File: src/rtl/endstop_homing_sequencer_if.sv
`default_nettype none
// +----------------------------------------------------------------------+
// | endstop_homing_sequencer_if : host/channel signals of the homing seq |
// | Rev 1.0                                                              |
// +----------------------------------------------------------------------+
interface endstop_homing_sequencer_if #(
    parameter int WD_WIDTH = 32
);
    logic                start;
    logic                cancel;
    logic [1:0]          axis;
    logic                trig_polarity;
    logic [WD_WIDTH-1:0] seek_limit;
    logic [WD_WIDTH-1:0] release_limit;
    logic                ep_signal;
    logic                ep_changed;
    logic [31:0]         ep_pos;
    logic [31:0]         ep_bounce;
    logic [1:0]          mux_select;
    logic                abort_enabled;
    logic                abort_polarity;
    logic                unlock;
    logic                busy;
    logic                done;
    logic [2:0]          fault;
    logic [31:0]         home_pos;
    logic [31:0]         home_bounce;

    modport slave (
        input  start, cancel, axis, trig_polarity, seek_limit, release_limit,
               ep_signal, ep_changed, ep_pos, ep_bounce,
        output mux_select, abort_enabled, abort_polarity, unlock, busy, done,
               fault, home_pos, home_bounce
    );

    modport master (
        output start, cancel, axis, trig_polarity, seek_limit, release_limit,
               ep_signal, ep_changed, ep_pos, ep_bounce,
        input  mux_select, abort_enabled, abort_polarity, unlock, busy, done,
               fault, home_pos, home_bounce
    );
endinterface
`default_nettype wire

File: src/rtl/endstop_homing_sequencer.sv
`default_nettype none
// +----------------------------------------------------------------------+
// | endstop_homing_sequencer : drives one endstop channel through homing |
// | Rev 1.0                                                              |
// +----------------------------------------------------------------------+
module endstop_homing_sequencer #(
    parameter int WD_WIDTH = 32
) (
    input wire                         clk,
    input wire                         reset,
    endstop_homing_sequencer_if.slave  bus
);
    typedef enum logic [2:0] {
        S_IDLE    = 3'd0,
        S_ARM     = 3'd1,
        S_SETTLE  = 3'd2,
        S_SEEK    = 3'd3,
        S_CAPTURE = 3'd4,
        S_RELEASE = 3'd5,
        S_FINISH  = 3'd6
    } state_t;

    localparam logic [2:0] FLT_OK        = 3'd0;
    localparam logic [2:0] FLT_AXIS      = 3'd1;
    localparam logic [2:0] FLT_TRIGGERED = 3'd2;
    localparam logic [2:0] FLT_SEEK_TO   = 3'd3;
    localparam logic [2:0] FLT_REL_TO    = 3'd4;
    localparam logic [2:0] FLT_CANCEL    = 3'd5;
    localparam logic [WD_WIDTH-1:0] WD_ONE = {{(WD_WIDTH-1){1'b0}}, 1'b1};

    state_t              state_q;
    logic                pol_q;
    logic [WD_WIDTH-1:0] seek_lim_q;
    logic [WD_WIDTH-1:0] rel_lim_q;
    logic [WD_WIDTH-1:0] wd_q;
    logic [1:0]          mux_q;
    logic                abort_en_q;
    logic                unlock_q;
    logic                busy_q;
    logic                done_q;
    logic [2:0]          fault_q;
    logic [31:0]         home_pos_q;
    logic [31:0]         home_bounce_q;

    logic                at_trig;
    logic [WD_WIDTH-1:0] wd_d;
    logic                seek_timeout;
    logic                rel_timeout;
    logic                cancel_hit;
    logic                finish_d;
    logic [2:0]          fault_d;

    assign at_trig      = (bus.ep_signal == pol_q);
    assign wd_d         = (&wd_q) ? wd_q : wd_q + WD_ONE;
    assign seek_timeout = (seek_lim_q != '0) && (wd_q == seek_lim_q - WD_ONE);
    assign rel_timeout  = (rel_lim_q  != '0) && (wd_q == rel_lim_q  - WD_ONE);
    assign cancel_hit   = bus.cancel && (state_q != S_IDLE) && (state_q != S_FINISH);

    // Every route into FINISH is decided here so the register block applies it uniformly.
    always_comb begin
        finish_d = 1'b0;
        fault_d  = FLT_OK;
        if (cancel_hit) begin
            finish_d = 1'b1;
            fault_d  = FLT_CANCEL;
        end else begin
            case (state_q)
                S_IDLE: begin
                    if (bus.start && (bus.axis == 2'd0)) begin
                        finish_d = 1'b1;
                        fault_d  = FLT_AXIS;
                    end
                end
                S_SETTLE: begin
                    if (at_trig) begin
                        finish_d = 1'b1;
                        fault_d  = FLT_TRIGGERED;
                    end
                end
                S_SEEK: begin
                    if (!(bus.ep_changed && at_trig) && seek_timeout) begin
                        finish_d = 1'b1;
                        fault_d  = FLT_SEEK_TO;
                    end
                end
                S_RELEASE: begin
                    if (!at_trig) begin
                        finish_d = 1'b1;
                        fault_d  = FLT_OK;
                    end else if (rel_timeout) begin
                        finish_d = 1'b1;
                        fault_d  = FLT_REL_TO;
                    end
                end
                default: ;
            endcase
        end
    end

    always_ff @(posedge clk or negedge reset) begin
        if (!reset) begin
            state_q       <= S_IDLE;
            pol_q         <= 1'b0;
            seek_lim_q    <= '0;
            rel_lim_q     <= '0;
            wd_q          <= '0;
            mux_q         <= 2'd0;
            abort_en_q    <= 1'b0;
            unlock_q      <= 1'b0;
            busy_q        <= 1'b0;
            done_q        <= 1'b0;
            fault_q       <= FLT_OK;
            home_pos_q    <= '0;
            home_bounce_q <= '0;
        end else begin
            unlock_q <= 1'b0;
            done_q   <= 1'b0;
            if (!cancel_hit) begin
                case (state_q)
                    S_IDLE: begin
                        if (bus.start) begin
                            pol_q         <= bus.trig_polarity;
                            seek_lim_q    <= bus.seek_limit;
                            rel_lim_q     <= bus.release_limit;
                            fault_q       <= FLT_OK;
                            home_pos_q    <= '0;
                            home_bounce_q <= '0;
                            busy_q        <= 1'b1;
                            mux_q         <= bus.axis;
                            unlock_q      <= (bus.axis != 2'd0);
                            state_q       <= S_ARM;
                        end
                    end
                    S_ARM:    state_q <= S_SETTLE;
                    S_SETTLE: begin
                        abort_en_q <= 1'b1;
                        wd_q       <= '0;
                        state_q    <= S_SEEK;
                    end
                    S_SEEK: begin
                        if (bus.ep_changed && at_trig) state_q <= S_CAPTURE;
                        else                           wd_q    <= wd_d;
                    end
                    // Channel holds position/bounce stable one cycle after its strobe.
                    S_CAPTURE: begin
                        home_pos_q    <= bus.ep_pos;
                        home_bounce_q <= bus.ep_bounce;
                        abort_en_q    <= 1'b0;
                        wd_q          <= '0;
                        state_q       <= S_RELEASE;
                    end
                    S_RELEASE: wd_q <= wd_d;
                    S_FINISH: begin
                        busy_q     <= 1'b0;
                        abort_en_q <= 1'b0;
                        mux_q      <= 2'd0;
                        state_q    <= S_IDLE;
                    end
                    default: state_q <= S_IDLE;
                endcase
            end
            if (finish_d) begin
                state_q    <= S_FINISH;
                fault_q    <= fault_d;
                done_q     <= 1'b1;
                abort_en_q <= 1'b0;
                mux_q      <= 2'd0;
            end
        end
    end

    assign bus.mux_select     = mux_q;
    assign bus.abort_enabled  = abort_en_q;
    assign bus.abort_polarity = pol_q;
    assign bus.unlock         = unlock_q;
    assign bus.busy           = busy_q;
    assign bus.done           = done_q;
    assign bus.fault          = fault_q;
    assign bus.home_pos       = home_pos_q;
    assign bus.home_bounce    = home_bounce_q;
endmodule
`default_nettype wire

File: src/flat_wrapper.sv
// flat-port wrapper written by rule: the top's interface ports become plain ports
module endstop_homing_sequencer_flat 
#(
    parameter int WD_WIDTH = 32
)
  (clk, reset, bus_start, bus_cancel, bus_axis, bus_trig_polarity, bus_seek_limit, bus_release_limit, bus_ep_signal, bus_ep_changed, bus_ep_pos, bus_ep_bounce, bus_mux_select, bus_abort_enabled, bus_abort_polarity, bus_unlock, bus_busy, bus_done, bus_fault, bus_home_pos, bus_home_bounce);
  endstop_homing_sequencer_if #(.WD_WIDTH(WD_WIDTH)) bus_i ();
  input wire clk;
  input wire reset;
  input wire logic [$bits(bus_i.start)-1:0] bus_start;
  input wire logic [$bits(bus_i.cancel)-1:0] bus_cancel;
  input wire logic [$bits(bus_i.axis)-1:0] bus_axis;
  input wire logic [$bits(bus_i.trig_polarity)-1:0] bus_trig_polarity;
  input wire logic [$bits(bus_i.seek_limit)-1:0] bus_seek_limit;
  input wire logic [$bits(bus_i.release_limit)-1:0] bus_release_limit;
  input wire logic [$bits(bus_i.ep_signal)-1:0] bus_ep_signal;
  input wire logic [$bits(bus_i.ep_changed)-1:0] bus_ep_changed;
  input wire logic [$bits(bus_i.ep_pos)-1:0] bus_ep_pos;
  input wire logic [$bits(bus_i.ep_bounce)-1:0] bus_ep_bounce;
  output wire logic [$bits(bus_i.mux_select)-1:0] bus_mux_select;
  output wire logic [$bits(bus_i.abort_enabled)-1:0] bus_abort_enabled;
  output wire logic [$bits(bus_i.abort_polarity)-1:0] bus_abort_polarity;
  output wire logic [$bits(bus_i.unlock)-1:0] bus_unlock;
  output wire logic [$bits(bus_i.busy)-1:0] bus_busy;
  output wire logic [$bits(bus_i.done)-1:0] bus_done;
  output wire logic [$bits(bus_i.fault)-1:0] bus_fault;
  output wire logic [$bits(bus_i.home_pos)-1:0] bus_home_pos;
  output wire logic [$bits(bus_i.home_bounce)-1:0] bus_home_bounce;
  assign bus_i.start = bus_start;
  assign bus_i.cancel = bus_cancel;
  assign bus_i.axis = bus_axis;
  assign bus_i.trig_polarity = bus_trig_polarity;
  assign bus_i.seek_limit = bus_seek_limit;
  assign bus_i.release_limit = bus_release_limit;
  assign bus_i.ep_signal = bus_ep_signal;
  assign bus_i.ep_changed = bus_ep_changed;
  assign bus_i.ep_pos = bus_ep_pos;
  assign bus_i.ep_bounce = bus_ep_bounce;
  assign bus_mux_select = bus_i.mux_select;
  assign bus_abort_enabled = bus_i.abort_enabled;
  assign bus_abort_polarity = bus_i.abort_polarity;
  assign bus_unlock = bus_i.unlock;
  assign bus_busy = bus_i.busy;
  assign bus_done = bus_i.done;
  assign bus_fault = bus_i.fault;
  assign bus_home_pos = bus_i.home_pos;
  assign bus_home_bounce = bus_i.home_bounce;
  endstop_homing_sequencer #(.WD_WIDTH(WD_WIDTH)) u_core (.clk(clk), .reset(reset), .bus(bus_i));
endmodule
File: config.mk
export PLATFORM = sky130hd
export DESIGN_NAME = endstop_homing_sequencer_flat
export DESIGN_NICKNAME = d
export VERILOG_FILES = /design/src/rtl/endstop_homing_sequencer_if.sv /design/src/rtl/endstop_homing_sequencer.sv /design/src/flat_wrapper.sv
export SDC_FILE = /design/constraint.sdc
export NUM_CORES = 1
export LEC_CHECK = 0
export ABC_AREA = 1
export BUFFER_PORTS_ARGS = -buffer_cell sky130_fd_sc_hd__clkbuf_2
export CAP_MARGIN = 20
export CELL_PAD_IN_SITES_DETAIL_PLACEMENT = 2
export CELL_PAD_IN_SITES_GLOBAL_PLACEMENT = 2
export CORE_MARGIN = 2
export CORE_UTILIZATION = 32
export CTS_BUF_LIST = sky130_fd_sc_hd__clkbuf_4
export DETAILED_ROUTE_END_ITERATION = 8
export GPL_TIMING_DRIVEN = 1
export PLACE_DENSITY_LB_ADDON = 0.1
export SLEW_MARGIN = 0
export SYNTH_ARGS = -nofsm -noshare
export SYNTH_HDL_FRONTEND = slang
export SYNTH_SLANG_ARGS = --single-unit
File: constraint.sdc
create_clock -name clk -period 2.8 [get_ports clk]
set_clock_uncertainty 0.05 [all_clocks]
set_input_delay 0.14 -clock clk [delete_from_list [all_inputs] [get_ports clk]]
set_output_delay 0.14 -clock clk [all_outputs]
set_load 0.03 [all_outputs]
==> flow_metrics.py <==
metrics = {
    "synth": {
        "yosysSeqAreaShare_pct": 43.1,
        "syn_inst": 1392,
        "synth_edf_count": 0,
        "ys.flop_type": "dfrtp_1",
        "synth.net_count": 1533,
        "yosys_warnings": 0,
        "avgSynthCellArea_um2": 7.21,
        "synth.distinct_cells": 43,
        "netlist_area_mm2": 0.0100,
        "ys_seq_elements": 173,
        "synthArstFlopShare_pct": 100,
    },
    "clock_tree": {
        "path_clk_slew_ns": 0.17,
        "clockRootBuffer": "clkbuf_4",
        "cts_tree": "built",
        "htree_num_levels": 4,
        "clk_latency_ns": 0.67,
        "cts.sinks": 173,
        "clock_path_buffers": 2,
        "numCtsBuffers": 17,
    },
    "timing": {
        "max_freq_mhz": 377,
        "finalCritPeriodShare_pct": 94.8,
        "hold_viol_final": 0,
        "slew_headroom_pct": 48.2,
        "setup_viol": 0,
        "tightestPinTransition_ns": 0.777,
        "period_needed_ns": 2.65,
        "setup_tns_ns": 0,
        "hold_slack_ns": 0.0377,
        "setup_ws_ns": 0.147,
        "final_max_slew_viol_count": 0,
    },
    "global_routing": {
        "grt_max_degree": 73,
        "antenna_found_initial": 2,
        "grt_pass1_wl_mm": 73.8,
        "grt_util_all_layers_pct": 28.9,
        "grt_pass1_vias": 13000,
        "overflow": 0,
    },
    "detailed_routing": {
        "viasPerCell": 5.06,
        "wl_per_cell_um": 21.1,
        "routed_wl_mm": 46.5,
        "drt_iter0_drc": 371,
        "drt_first_pass_iters": 5,
        "vias": 11100,
        "drc_errors": 0,
        "drtAntennaViolNets": 0,
    },
    "critical_path": {
        "crit_path_frequent_cell": "nand2_1",
        "critPathLaunchType": "register",
        "end_kind": "register",
        "crit_arrival_ns": 3.16,
        "required_ns": 3.31,
        "critPathMaxStageDelay_ns": 0.48,
        "slowest_stage": "dfrtp_1",
        "worst-setup-path-type": "reg2reg",
        "crit_path_cell_trace": "nor2_1, nand2_1, nor2_4, nand3_2, nor2_1, nand2_1, nand2_1, nand2_1, nand2_1, nor2_1, nand2_1, nor2_1, nand2_2, nand3_2, nor2_4, nand2_4, inv_2, nand3_2",
        "worstPathMaxFanout": 6,
    },
    "pwr": {
        "p_comb_share_pct": 55.3,
        "peakVddDrop_v": 0.000391,
        "p_clk_share_pct": 12.0,
        "intPower_uw": 6660,
        "sw_frac_of_total_pct": 52.6,
        "seq_power_share_pct": 32.7,
        "powerDensity_mw_per_mm2": 1010,
        "total_leakage_power_uw": 0.00657,
        "switchingPower_uw": 7390,
    },
    "floorplanning": {
        "fp.coreArea_mm2": 0.0307,
        "initial_core_util_pct": 32.7,
        "pin_count": 211,
        "rows": 64,
        "die_x_um": 181,
        "dieHeight_um": 181,
        "die_area_mm2": 0.0328,
    },
    "place": {
        "port_buffers": 210,
        "dp_hpwl_mm": 30.3,
        "place_congestion": 0.888,
        "place_ws_ns": -0.0576,
    },
    "layout": {
        "area_growth_pct": 38.7,
        "final_util_pct": 45.3,
        "nNetsFinal": 1932,
        "drive_above_1_share_pct": 21.4,
    },
    "hold_path": {
        "hold_path_class": "in2reg",
    },
    "flow_run": {
        "maxCapViolCount": 0,
    },
    "status": {
        "status": "finished, final reports clean",
    },
}
## power groups by stage
stage / Combinational (uW) / Clock (uW) / Sequential [uW]
floorplan: 3840 / 0 / 5080
global placement: 6890 / 0 / 4500
detailed placement: 7130 / 0 / 4530
CTS: 7360 / 1720 / 4500
global route: 8580 / 1820 / 4720
finish: 7760 / 1690 / 4590
## logic make-up after synthesis
group	count (synthesis)	share of synthesized area (%)
xor gates and xnor gates	80	7.25
DFF	173	43.1
buffers and inverters	151	5.73
AOI/OAI and AO/OA	162	8.77
adders and majority gates	4	0.498
and+or+nand+nor	822	34.6
## state kept, by name (all words and copies together) (netlist names)
register / count
u_core.bus.busy: 1
u_core.bus.abort_polarity: 1
u_core.bus.abort_enabled: 1
u_core.wd_q: 32
u_core.bus.unlock: 1
u_core.state_q: 3
u_core.bus.fault: 3
u_core.bus.home_bounce: 32
u_core.seek_lim_q: 32
u_core.bus.home_pos: 32
u_core.bus.done: 1
u_core.rel_lim_q: 32
u_core.bus.mux_select: 2
## final timing paths
check	slack, ns	end	from	depth (start not counted)
hold reg to reg	0.45	u_core.bus.busy	u_core.bus.busy	2
setup reg to reg	0.15	u_core.state_q[2]	u_core.seek_lim_q[6]	18
min in group asynchronous	0.05	u_core.rel_lim_q[26]	reset	2
setup / recovery	0.15	u_core.state_q[2]	u_core.seek_lim_q[6]	18
hold / removal	0.04	u_core.rel_lim_q[3]	bus_start	6
max in group asynchronous	1.87	u_core.state_q[0]	reset	3
## synth_stat cells, types with 2 or more instances
cell	instances	area (um^2)
nand2_1	489	1840
dfrtp_1	173	4330
nor2_1	170	638
o21ai_0	107	536
inv_1	101	379
nand3_1	65	325
xor2_1	45	394
clkbuf_1	34	128
xnor2_1	33	289
nor3_1	26	130
a21oi_1	25	125
nor2_2	17	106
nand4_1	15	93.8
o21ai_1	11	55.1
nor2_4	10	113
nand2_2	8	50.1
buf_2	7	35.0
nand3_2	5	50.1
nor4_1	5	31.3
a211oi_1	4	30.0
ha_1	4	50.1
inv_2	4	15.0
nand3b_1	4	30.0
buf_1	3	11.3
o21a_1	3	22.5
a21oi_2	2	17.5
clkinv_1	2	7.51
nor3_2	2	20.0
o21bai_1	2	15.0
o31ai_1	2	15.0
xnor3_1	2	45.0
## per-layer routing
| layer | share of wire [%] | GRT usage [%] | vias to the layer above |
|---|---|---|---|
| li1 | - | - | 5209 |
| met1 | 41 | 34.1 | 5626 |
| met2 | 52 | 52.3 | 233 |
| met3 | 4.5 | 6.63 | 73 |
| met4 | 2.5 | 8.42 | 0 |
| met5 | 0 | 0 | - |
## final cells by class
type	count	area [um^2]
Clock buffer	18	135
Clock inverter	14	173
Fill cell	3612	16800
Tap cell	396	495
Sequential cell	173	4330
Inverter	107	402
Multi-Input combinational cell	1069	5260
Timing Repair Buffer	423	3130
Antenna cell	3	7.51
## stage by stage
stage / instance area [um^2] / total power, uW / std cells
global placement: 12000 / 11400 / 2014
CTS: 13800 / 13600 / 2194
detailed placement: 12000 / 11700 / 2014
finish: 13900 / 14000 / 2203
floorplan: 10000 / 8920 / 1392
global route: 13900 / 15100 / 2202
## cell usage in the layout, fill, tap and decap left out, types with 45 or more instances in the layout
cell type / n
nand2_1: 485
o21ai_0: 106
buf_4: 56
clkbuf_2: 209
nor2_1: 158
inv_1: 100
dlygate4sd3_1: 148
dfrtp_1: 170
nand3_1: 64
xor2_1: 45
## worst max-delay path, delay by kind of cell (launching register included)
| family | cells | cell delay, ns |
|---|---|---|
| AND/OR/NAND/NOR | 17 | 1.92 |
| buffers and inverters | 1 | 0.09 |
| flip-flops | 1 | 0.48 |
## timing repair
item                                   CTS  global route
cloned                                   0             1
endpoints found under the hold margin  279             0
hold buffers                           148             0
gates resized for setup                  2            29
buffers inserted                         0             5
pin swaps                                1             3
setup endpoints to repair                4            13
(Power assumes the default switching activity.)
